==> config.mk <==
export PLATFORM = sky130hd
export DESIGN_NAME = multicycle_control
export DESIGN_NICKNAME = d
export VERILOG_FILES = /design/src/rtl/multicycle_control.sv
export SDC_FILE = /design/constraint.sdc
export NUM_CORES = 1
export LEC_CHECK = 0
export ABC_CLOCK_PERIOD_IN_PS = 1650
export CORE_MARGIN = 3
export CORE_UTILIZATION = 40
export DETAILED_ROUTE_END_ITERATION = 8
export PLACE_DENSITY_LB_ADDON = 0.15
export SETUP_SLACK_MARGIN = 0.05
export SLEW_MARGIN = 20
export SYNTH_ARGS = -nofsm -noshare
export SYNTH_HDL_FRONTEND = slang
export SYNTH_SLANG_ARGS = --single-unit
export TNS_END_PERCENT = 30
==> constraint.sdc <==
create_clock -name clk -period 1.65 [get_ports clk]
set_clock_uncertainty 0.1 [all_clocks]
set_input_delay 0.33 -clock clk [delete_from_list [all_inputs] [get_ports clk]]
set_output_delay 0.33 -clock clk [all_outputs]
set_load 0.02 [all_outputs]
==> src/rtl/multicycle_control.sv <==
// Main sequencing FSM for the multi-cycle RV32I datapath with a shared memory port.
// Moore decode from state, except ir_write/pc_write/retire, which also follow the handshake or branch result.
`timescale 1ns/1ps
module multicycle_control (
   input  logic       clk,
   input  logic       rstn,
   input  logic [6:0] opcode,
   input  logic       mem_ready,
   input  logic       branch_taken,
   output logic       mem_req,
   output logic       mem_we,
   output logic       iord,
   output logic       ir_write,
   output logic       pc_write,
   output logic       reg_write,
   output logic [1:0] alu_src_a,
   output logic [1:0] alu_src_b,
   output logic [1:0] alu_op,
   output logic [1:0] result_src,
   output logic       retire,
   output logic       trap,
   output logic [3:0] state
);

   typedef enum logic [3:0] {
      S_FETCH  = 4'd0,
      S_DECODE = 4'd1,
      S_MEMADR = 4'd2,
      S_MEMRD  = 4'd3,
      S_MEMWB  = 4'd4,
      S_MEMWR  = 4'd5,
      S_EXEC_R = 4'd6,
      S_EXEC_I = 4'd7,
      S_ALUWB  = 4'd8,
      S_BRANCH = 4'd9,
      S_JAL    = 4'd10,
      S_JALR   = 4'd11,
      S_TRAP   = 4'd15
   } state_t;

   localparam logic [6:0] OP_R      = 7'b0110011;
   localparam logic [6:0] OP_I      = 7'b0010011;
   localparam logic [6:0] OP_LOAD   = 7'b0000011;
   localparam logic [6:0] OP_STORE  = 7'b0100011;
   localparam logic [6:0] OP_BRANCH = 7'b1100011;
   localparam logic [6:0] OP_JAL    = 7'b1101111;
   localparam logic [6:0] OP_JALR   = 7'b1100111;

   localparam logic [1:0] A_PC    = 2'b00;
   localparam logic [1:0] A_OLDPC = 2'b01;
   localparam logic [1:0] A_RS1   = 2'b10;
   localparam logic [1:0] B_RS2   = 2'b00;
   localparam logic [1:0] B_IMM   = 2'b01;
   localparam logic [1:0] B_FOUR  = 2'b10;

   state_t state_q, state_d;

   always_ff @(posedge clk or negedge rstn) begin
      if (!rstn) state_q <= S_FETCH;
      else       state_q <= state_d;
   end

   assign state = state_q;

   always_comb begin
      state_d    = state_q;
      mem_req    = 1'b0;
      mem_we     = 1'b0;
      iord       = 1'b0;
      ir_write   = 1'b0;
      pc_write   = 1'b0;
      reg_write  = 1'b0;
      alu_src_a  = A_PC;
      alu_src_b  = B_RS2;
      alu_op     = 2'b00;
      result_src = 2'b00;
      retire     = 1'b0;
      trap       = 1'b0;
      case (state_q)
         S_FETCH: begin
            mem_req    = 1'b1;
            alu_src_a  = A_PC;
            alu_src_b  = B_FOUR;
            result_src = 2'b10;
            ir_write   = mem_ready;
            pc_write   = mem_ready;
            if (mem_ready) state_d = S_DECODE;
         end
         S_DECODE: begin
            // Branch/JAL target is precomputed here into the ALU-out register.
            alu_src_a = A_OLDPC;
            alu_src_b = B_IMM;
            case (opcode)
               OP_R:              state_d = S_EXEC_R;
               OP_I:              state_d = S_EXEC_I;
               OP_LOAD, OP_STORE: state_d = S_MEMADR;
               OP_BRANCH:         state_d = S_BRANCH;
               OP_JAL:            state_d = S_JAL;
               OP_JALR:           state_d = S_JALR;
               default:           state_d = S_TRAP;
            endcase
         end
         S_MEMADR: begin
            alu_src_a = A_RS1;
            alu_src_b = B_IMM;
            if (opcode == OP_LOAD)       state_d = S_MEMRD;
            else if (opcode == OP_STORE) state_d = S_MEMWR;
            else                         state_d = S_TRAP;
         end
         S_MEMRD: begin
            mem_req = 1'b1;
            iord    = 1'b1;
            if (mem_ready) state_d = S_MEMWB;
         end
         S_MEMWB: begin
            result_src = 2'b01;
            reg_write  = 1'b1;
            retire     = 1'b1;
            state_d    = S_FETCH;
         end
         S_MEMWR: begin
            mem_req = 1'b1;
            mem_we  = 1'b1;
            iord    = 1'b1;
            retire  = mem_ready;
            if (mem_ready) state_d = S_FETCH;
         end
         S_EXEC_R: begin
            alu_src_a = A_RS1;
            alu_src_b = B_RS2;
            alu_op    = 2'b10;
            state_d   = S_ALUWB;
         end
         S_EXEC_I: begin
            alu_src_a = A_RS1;
            alu_src_b = B_IMM;
            alu_op    = 2'b11;
            state_d   = S_ALUWB;
         end
         S_ALUWB: begin
            result_src = 2'b00;
            reg_write  = 1'b1;
            retire     = 1'b1;
            state_d    = S_FETCH;
         end
         S_BRANCH: begin
            alu_src_a  = A_RS1;
            alu_src_b  = B_RS2;
            alu_op     = 2'b01;
            result_src = 2'b00;
            pc_write   = branch_taken;
            retire     = 1'b1;
            state_d    = S_FETCH;
         end
         S_JALR: begin
            alu_src_a = A_RS1;
            alu_src_b = B_IMM;
            state_d   = S_JAL;
         end
         S_JAL: begin
            // PC takes the stored target while the ALU captures the link value old_pc+4.
            result_src = 2'b00;
            pc_write   = 1'b1;
            alu_src_a  = A_OLDPC;
            alu_src_b  = B_FOUR;
            state_d    = S_ALUWB;
         end
         S_TRAP: begin
            trap    = 1'b1;
            state_d = S_TRAP;
         end
         default: state_d = S_TRAP;
      endcase
   end

endmodule
* Yosys cells after proc, flatten, opt, wreduce, memory -nomap -nowiden
Index checks and enable logic that the tools add are counted.
** Word-level totals
- Register bits after elaboration :: 4
- Bits of input ports :: 11
- Output and inout bits :: 20
- Logic and storage cells :: 54
** Operators by class
- Equality and inequality tests :: 22
- Multiplexer cells :: 19
- Reductions and logical operators :: 12
** Operators with widths (count)
- 4-bit one-hot mux with 8 select lines :: 1
- 4-bit one-hot mux with 6 select lines :: 1
- 7-bit == test (second input constant) :: 3
- 4-bit == test (second input constant) :: 5
- 4-bit 2-to-1 mux :: 5
- 4-bit by 3-bit == test with 1-bit output (second input constant) :: 4
- 7-bit by 6-bit == test with 1-bit output (second input constant) :: 2
- 2-bit one-hot mux with 2 select lines :: 3
- 2-bit OR reduction :: 5
- 3-bit OR reduction :: 3
- 4-bit by 2-bit == test with 1-bit output (second input constant) :: 2
- 7-bit by 2-bit == test with 1-bit output (second input constant) :: 1
- 7-bit by 5-bit == test with 1-bit output (second input constant) :: 1
- 1-bit 2-to-1 mux :: 6
- 2-bit inequality test (second input constant) :: 3
- 2-bit one-hot mux with 3 select lines :: 1
- 5-bit OR reduction :: 1
- 4-bit by 1-bit == test with 1-bit output (second input constant) :: 1
- 4-bit logical NOT :: 1
- 4-bit OR reduction :: 1
- 1-bit one-hot mux with 3 select lines :: 1
- 3-bit AND reduction :: 1
- 1-bit one-hot mux with 2 select lines :: 1

* Longest topological paths before layout
- Depth after elaboration :: 4
- Mapped depth :: 5
- Depth with buffers taken out :: 4

* Worst setup path after synthesis
No wires, ideal clock.
- Kind :: flip-flop to output port
- Start :: register state_q[2] (netlist: state[2])
- End :: output ir_write
- Arrival :: 1646 ps
- Required time :: 1220 ps
- Setup slack :: -426 ps
- Cell stages (with the launch flop) :: 5
- Path buffers :: 2
- Path through :: dfrtp_1 buf_2 buf_2 nor4_2 and2_1
** Between the ends
- Word-level cells in the longest chain between the ends :: 2
** RTL lines
- start, declared :: RTL line 56 : state_t state_q, state_d;
- start signal, assigned :: RTL line 60 : else state_q <= state_d;
- 4-bit logical NOT :: RTL line 79 : case (state_q)
- 1-bit 2-to-1 mux :: RTL line 79
- end, declared :: RTL line 13 : output logic ir_write,
Every way passes these cells.

* Final worst setup path
- Start :: register state_q[2] (netlist: state[2])
- End :: output mem_req
** Between the ends
- Word-level cells in the longest chain between the ends :: 3
- Elaborated cells between the ends (all ways) :: 5
- Those cells by class :: 2 x eq/ne; 1 x mux; 2 x reduce/logical
** RTL lines
- 4-bit by 3-bit == test with 1-bit output (tied with other cells) :: RTL line 79
- 3-bit OR reduction (no line) (*)
- 1-bit 2-to-1 mux (*) :: RTL line 79
- end, declared :: RTL line 10 : output logic mem_req,
Every way passes the cells marked *; elsewhere a longest branch is shown, timed or not.

==> metrics.md <==
| Metric | Value |
|---|---|
| Run status | `finished, violations left` |
| Violations in the final reports | `setup timing` |
| R2R depth | `6` |
| Critical-path cell with the highest stage delay | `sky130_fd_sc_hd__dfrtp_2` |
| Detailed-route DRC error count | `0` |
| Mapped Cells | `93` |
| Worst stage delay on the critical path | `0.44 ns` |
| Clock sink total | `4` |
| Power share of the clock group | `3.7%` |
| TritonCTS clock tree | `built` |
| Final period utilization | `117%` |
| Number of iterations in the first detailed-routing pass | `5` |
| Ordered list of cells on the worst path | `buf_6 -> nor2b_4 -> nor3_2 -> a21oi_1 -> nor2_1 -> buf_4` |
| Final min period | `1.94 ns` |
| Maximum frequency from static timing analysis | `517 MHz` |
| Initial standard-cell utilization of the core | `43.8%` |
| Average wire length per cell after detail routing | `23.4 µm` |
| Worst reg-to-reg setup slack | `-0.14 ns` |
| Clock transition time at the flip-flop clock pins of the worst setup and hold paths | `0.04 ns` |
| Switching power share of the total | `50.0%` |
| Layout-stage area growth over the synthesis result | `117%` |
| Initial detailed-routing violation count | `73` |
| Register area share after synthesis | `14.8%` |
| Critical path data arrival time | `1.51 ns` |
| Critical path data required time | `1.22 ns` |
| Hold Buf Count CTS | `0` |
| Post-synthesis area per instance | `7.25 µm²` |
| Number of maximum-capacitance violations | `0` |
| Final hold slack | `0.195 ns` |
| Gate family responsible for the most delay along the worst path | `simple AND/OR/NAND/NOR gates` |
| Number of buffers and inverters on the critical path | `2` |
| Via-to-Cell Ratio | `6.52` |
| Count of final max-slew check failures | `0` |
| Highest-count cells in the layout ignoring fill and taps | `38 x sky130_fd_sc_hd__buf_4, 14 x sky130_fd_sc_hd__buf_6, 8 x sky130_fd_sc_hd__nand2_1, 8 x sky130_fd_sc_hd__clkdlybuf4s50_1, 5 x sky130_fd_sc_hd__a21oi_1` |
| Sequential share of power | `7.6%` |
| Count of inserted antenna diode cells | `0` |
| Max Root-Sink Buffers | `2` |
| Top-level port count | `31` |
| Die width | `47.1 µm` |
| Overflow left after global routing | `0` |
| Net Count, Synth | `104` |
| Crit Path Max Fanout | `4` |
| H-tree levels | `1` |
| Die Height | `47.1 µm` |
| Worst R2R Start | `state[1]` |
| Clk_lat worst skew | `0.24 ns` |
| Total half-perimeter wirelength after legalization and detailed placement | `1930 µm` |
| Fraction of post-synthesis cell area in the top cell type by area | `14.8%` |
| Combinational power share | `88.7%` |
| Endpoint kind of the worst setup timing path | `primary output` |
| Global placer's final weighted congestion | `0.892` |
| Number of global-route vias before repair | `1,022` |
| Net switching power | `1720 µW` |
| Final setup violating endpoints | `18` |
| Total Nets Final | `171` |
| Pwr Density | `2360 mW/mm²` |
| Number of buffers created by CTS | `3` |
| Cell area after synthesis | `674 µm²` |
| Number of rows created at floorplan | `14` |
| Startpoint-to-endpoint class of the critical path | `flop to primary output` |
| Cell taking the most area after synthesis | `sky130_fd_sc_hd__dfrtp_1` |
| Die area | `0.00221 mm²` |
| Top cells by area, synth | `sky130_fd_sc_hd__dfrtp_1 15%, sky130_fd_sc_hd__a21oi_1 5.9%, sky130_fd_sc_hd__nor3_1 5.2%` |
| Commonest non-fill, non-tap cell in the layout | `sky130_fd_sc_hd__buf_4` |
| Largest register FFs | `4` |
| Worst min path class | `input pin to async pin` |
| Worst IR Drop VDD | `1.40 mV` |
| Final hold violations | `0` |
| Number of flip-flops and latches in the synthesized netlist | `4` |
| Setup repair after global routing missed its margin | `yes` |
| Total routed wirelength | `4060 µm` |
| Synthesis warning total | `0` |
| Slew at the pin with the worst max-slew slack | `0.343 ns` |
| Initial antenna violation count | `0` |
| Via count | `1,135` |
| Remaining number of nets flagged by the antenna check after routing | `0` |
| Internal power consumption | `1720 µW` |
| # port buffers | `30` |
| Worst setup slack before clock tree synthesis | `-0.549 ns` |
| Largest net degree at the start of global routing | `13` |
| CORE AREA | `0.00154 mm²` |
| Final WS setup | `-0.285 ns` |
| Worst Setup Start Kind | `flop` |
| First-pass GRT wire length | `4690 µm` |
| Logic depth of the worst path, buffers included | `6` |
| Root Buffer | `sky130_fd_sc_hd__clkbuf_4` |
| Headroom to the max-slew limit | `77.0%` |
| Reported leakage power | `0.000679 µW` |
| Endpoint of the most critical register-to-register path | `state[1]` |
| Overall fraction of global-route tracks in use | `30.8%` |
| Layout cell share with drive strength beyond 1 | `62.7%` |
| Post-synthesis cell type count | `37` |
[power by group through the flow]
stage | registers (µW) | logic (µW) | clock network (µW)
6_report | 261 | 3060 | 127
5_1_grt | 269 | 3210 | 135
4_1_cts | 255 | 2620 | 126
3_5_place_dp | 235 | 2360 | 0
3_3_place_gp | 237 | 2290 | 0
2_1_floorplan | 263 | 1310 | 0
[per-layer routing]
metal | global-route usage, % | routed length [µm] | up-vias
met5 | 0 | 0 | -
met4 | 12.2 | 242 | 0
met3 | 5.75 | 342 | 34
met2 | 60.2 | 2080 | 115
met1 | 31.6 | 1390 | 517
li1 | - | - | 469
[cells by family after synthesis]
kind of cell	count (synthesis)	share of synthesized area, %
xor+xnor	1	1.30
buf+inv	13	10.6
flops	4	14.8
simple gates	46	38.0
compound gates	26	30.6
mux	3	4.64
[Yosys cell counts]
master                      number
sky130_fd_sc_hd__a211o_1         1
sky130_fd_sc_hd__a211oi_1        1
sky130_fd_sc_hd__a21boi_0        1
sky130_fd_sc_hd__a21o_1          1
sky130_fd_sc_hd__a21oi_1         8
sky130_fd_sc_hd__a221oi_2        2
sky130_fd_sc_hd__a22oi_1         1
sky130_fd_sc_hd__a2bb2oi_1       1
sky130_fd_sc_hd__a311oi_1        1
sky130_fd_sc_hd__and2_1          2
sky130_fd_sc_hd__and3_1          1
sky130_fd_sc_hd__and3b_1         1
sky130_fd_sc_hd__buf_2           6
sky130_fd_sc_hd__buf_6           2
sky130_fd_sc_hd__clkbuf_1        1
sky130_fd_sc_hd__dfrtp_1         4
sky130_fd_sc_hd__inv_1           4
sky130_fd_sc_hd__mux2_2          1
sky130_fd_sc_hd__mux2i_1         2
sky130_fd_sc_hd__nand2_1         8
sky130_fd_sc_hd__nand2b_1        5
sky130_fd_sc_hd__nand3_1         3
sky130_fd_sc_hd__nand3b_1        1
sky130_fd_sc_hd__nor2_1          8
sky130_fd_sc_hd__nor2b_1         5
sky130_fd_sc_hd__nor3_1          7
sky130_fd_sc_hd__nor3_2          1
sky130_fd_sc_hd__nor3b_1         1
sky130_fd_sc_hd__nor4_1          1
sky130_fd_sc_hd__nor4_2          2
sky130_fd_sc_hd__o21ai_0         4
sky130_fd_sc_hd__o21ai_2         1
sky130_fd_sc_hd__o21bai_4        1
sky130_fd_sc_hd__o22ai_1         1
sky130_fd_sc_hd__o32a_1          1
sky130_fd_sc_hd__o41ai_2         1
sky130_fd_sc_hd__xnor2_1         1
[layout make-up]
cell class / count / area [µm²]
Clock buffer: 3 / 22.5
Inverter: 4 / 15.0
Fill cell: 43 / 80.1
Multi-Input combinational cell: 76 / 652
Tap cell: 16 / 20.0
Timing Repair Buffer: 71 / 647
Sequential cell: 4 / 105
[per-stage QoR]
stage / power, µW / setup TNS (ns) / instance area [µm²] / instances / utilization (%)
floorplan: 1570 / -0.851 / 729 / 93 / -
global placement: 2520 / -6.41 / 1240 / 161 / 80.8
detailed placement: 2600 / -6.94 / 1240 / 161 / 80.8
CTS: 3000 / -2.33 / 1380 / 170 / 89.3
global route: 3610 / -4.45 / 1460 / 174 / 94.8
finish: 3440 / -3.50 / 1460 / 174 / 94.8
[how the worst max path moves through the flow]
stage,from,endpoint
floorplan,state[3],ir_write
global placement,mem_ready,retire
detailed placement,mem_ready,retire
global route,state[0],alu_src_b[0]
CTS,state[0],ir_write
finish,state[2],mem_req
[timing repair]
item                                    in CTS  in global routing
setup buffers                                6                  4
hold endpoints to repair                     0                  0
gates resized for setup                    112                 21
pin swaps                                    7                  6
endpoints found under the setup margin      21                 23
[worst register-to-register path, stage by stage (launching register included)]
cell,delay (ns)
sky130_fd_sc_hd__dfrtp_2,0.45
sky130_fd_sc_hd__buf_4,0.18
sky130_fd_sc_hd__and2_4,0.17
sky130_fd_sc_hd__buf_4,0.15
sky130_fd_sc_hd__o21ai_2,0.15
sky130_fd_sc_hd__o41ai_2,0.10
sky130_fd_sc_hd__o32a_1,0.37
(Power assumes the default switching activity.)
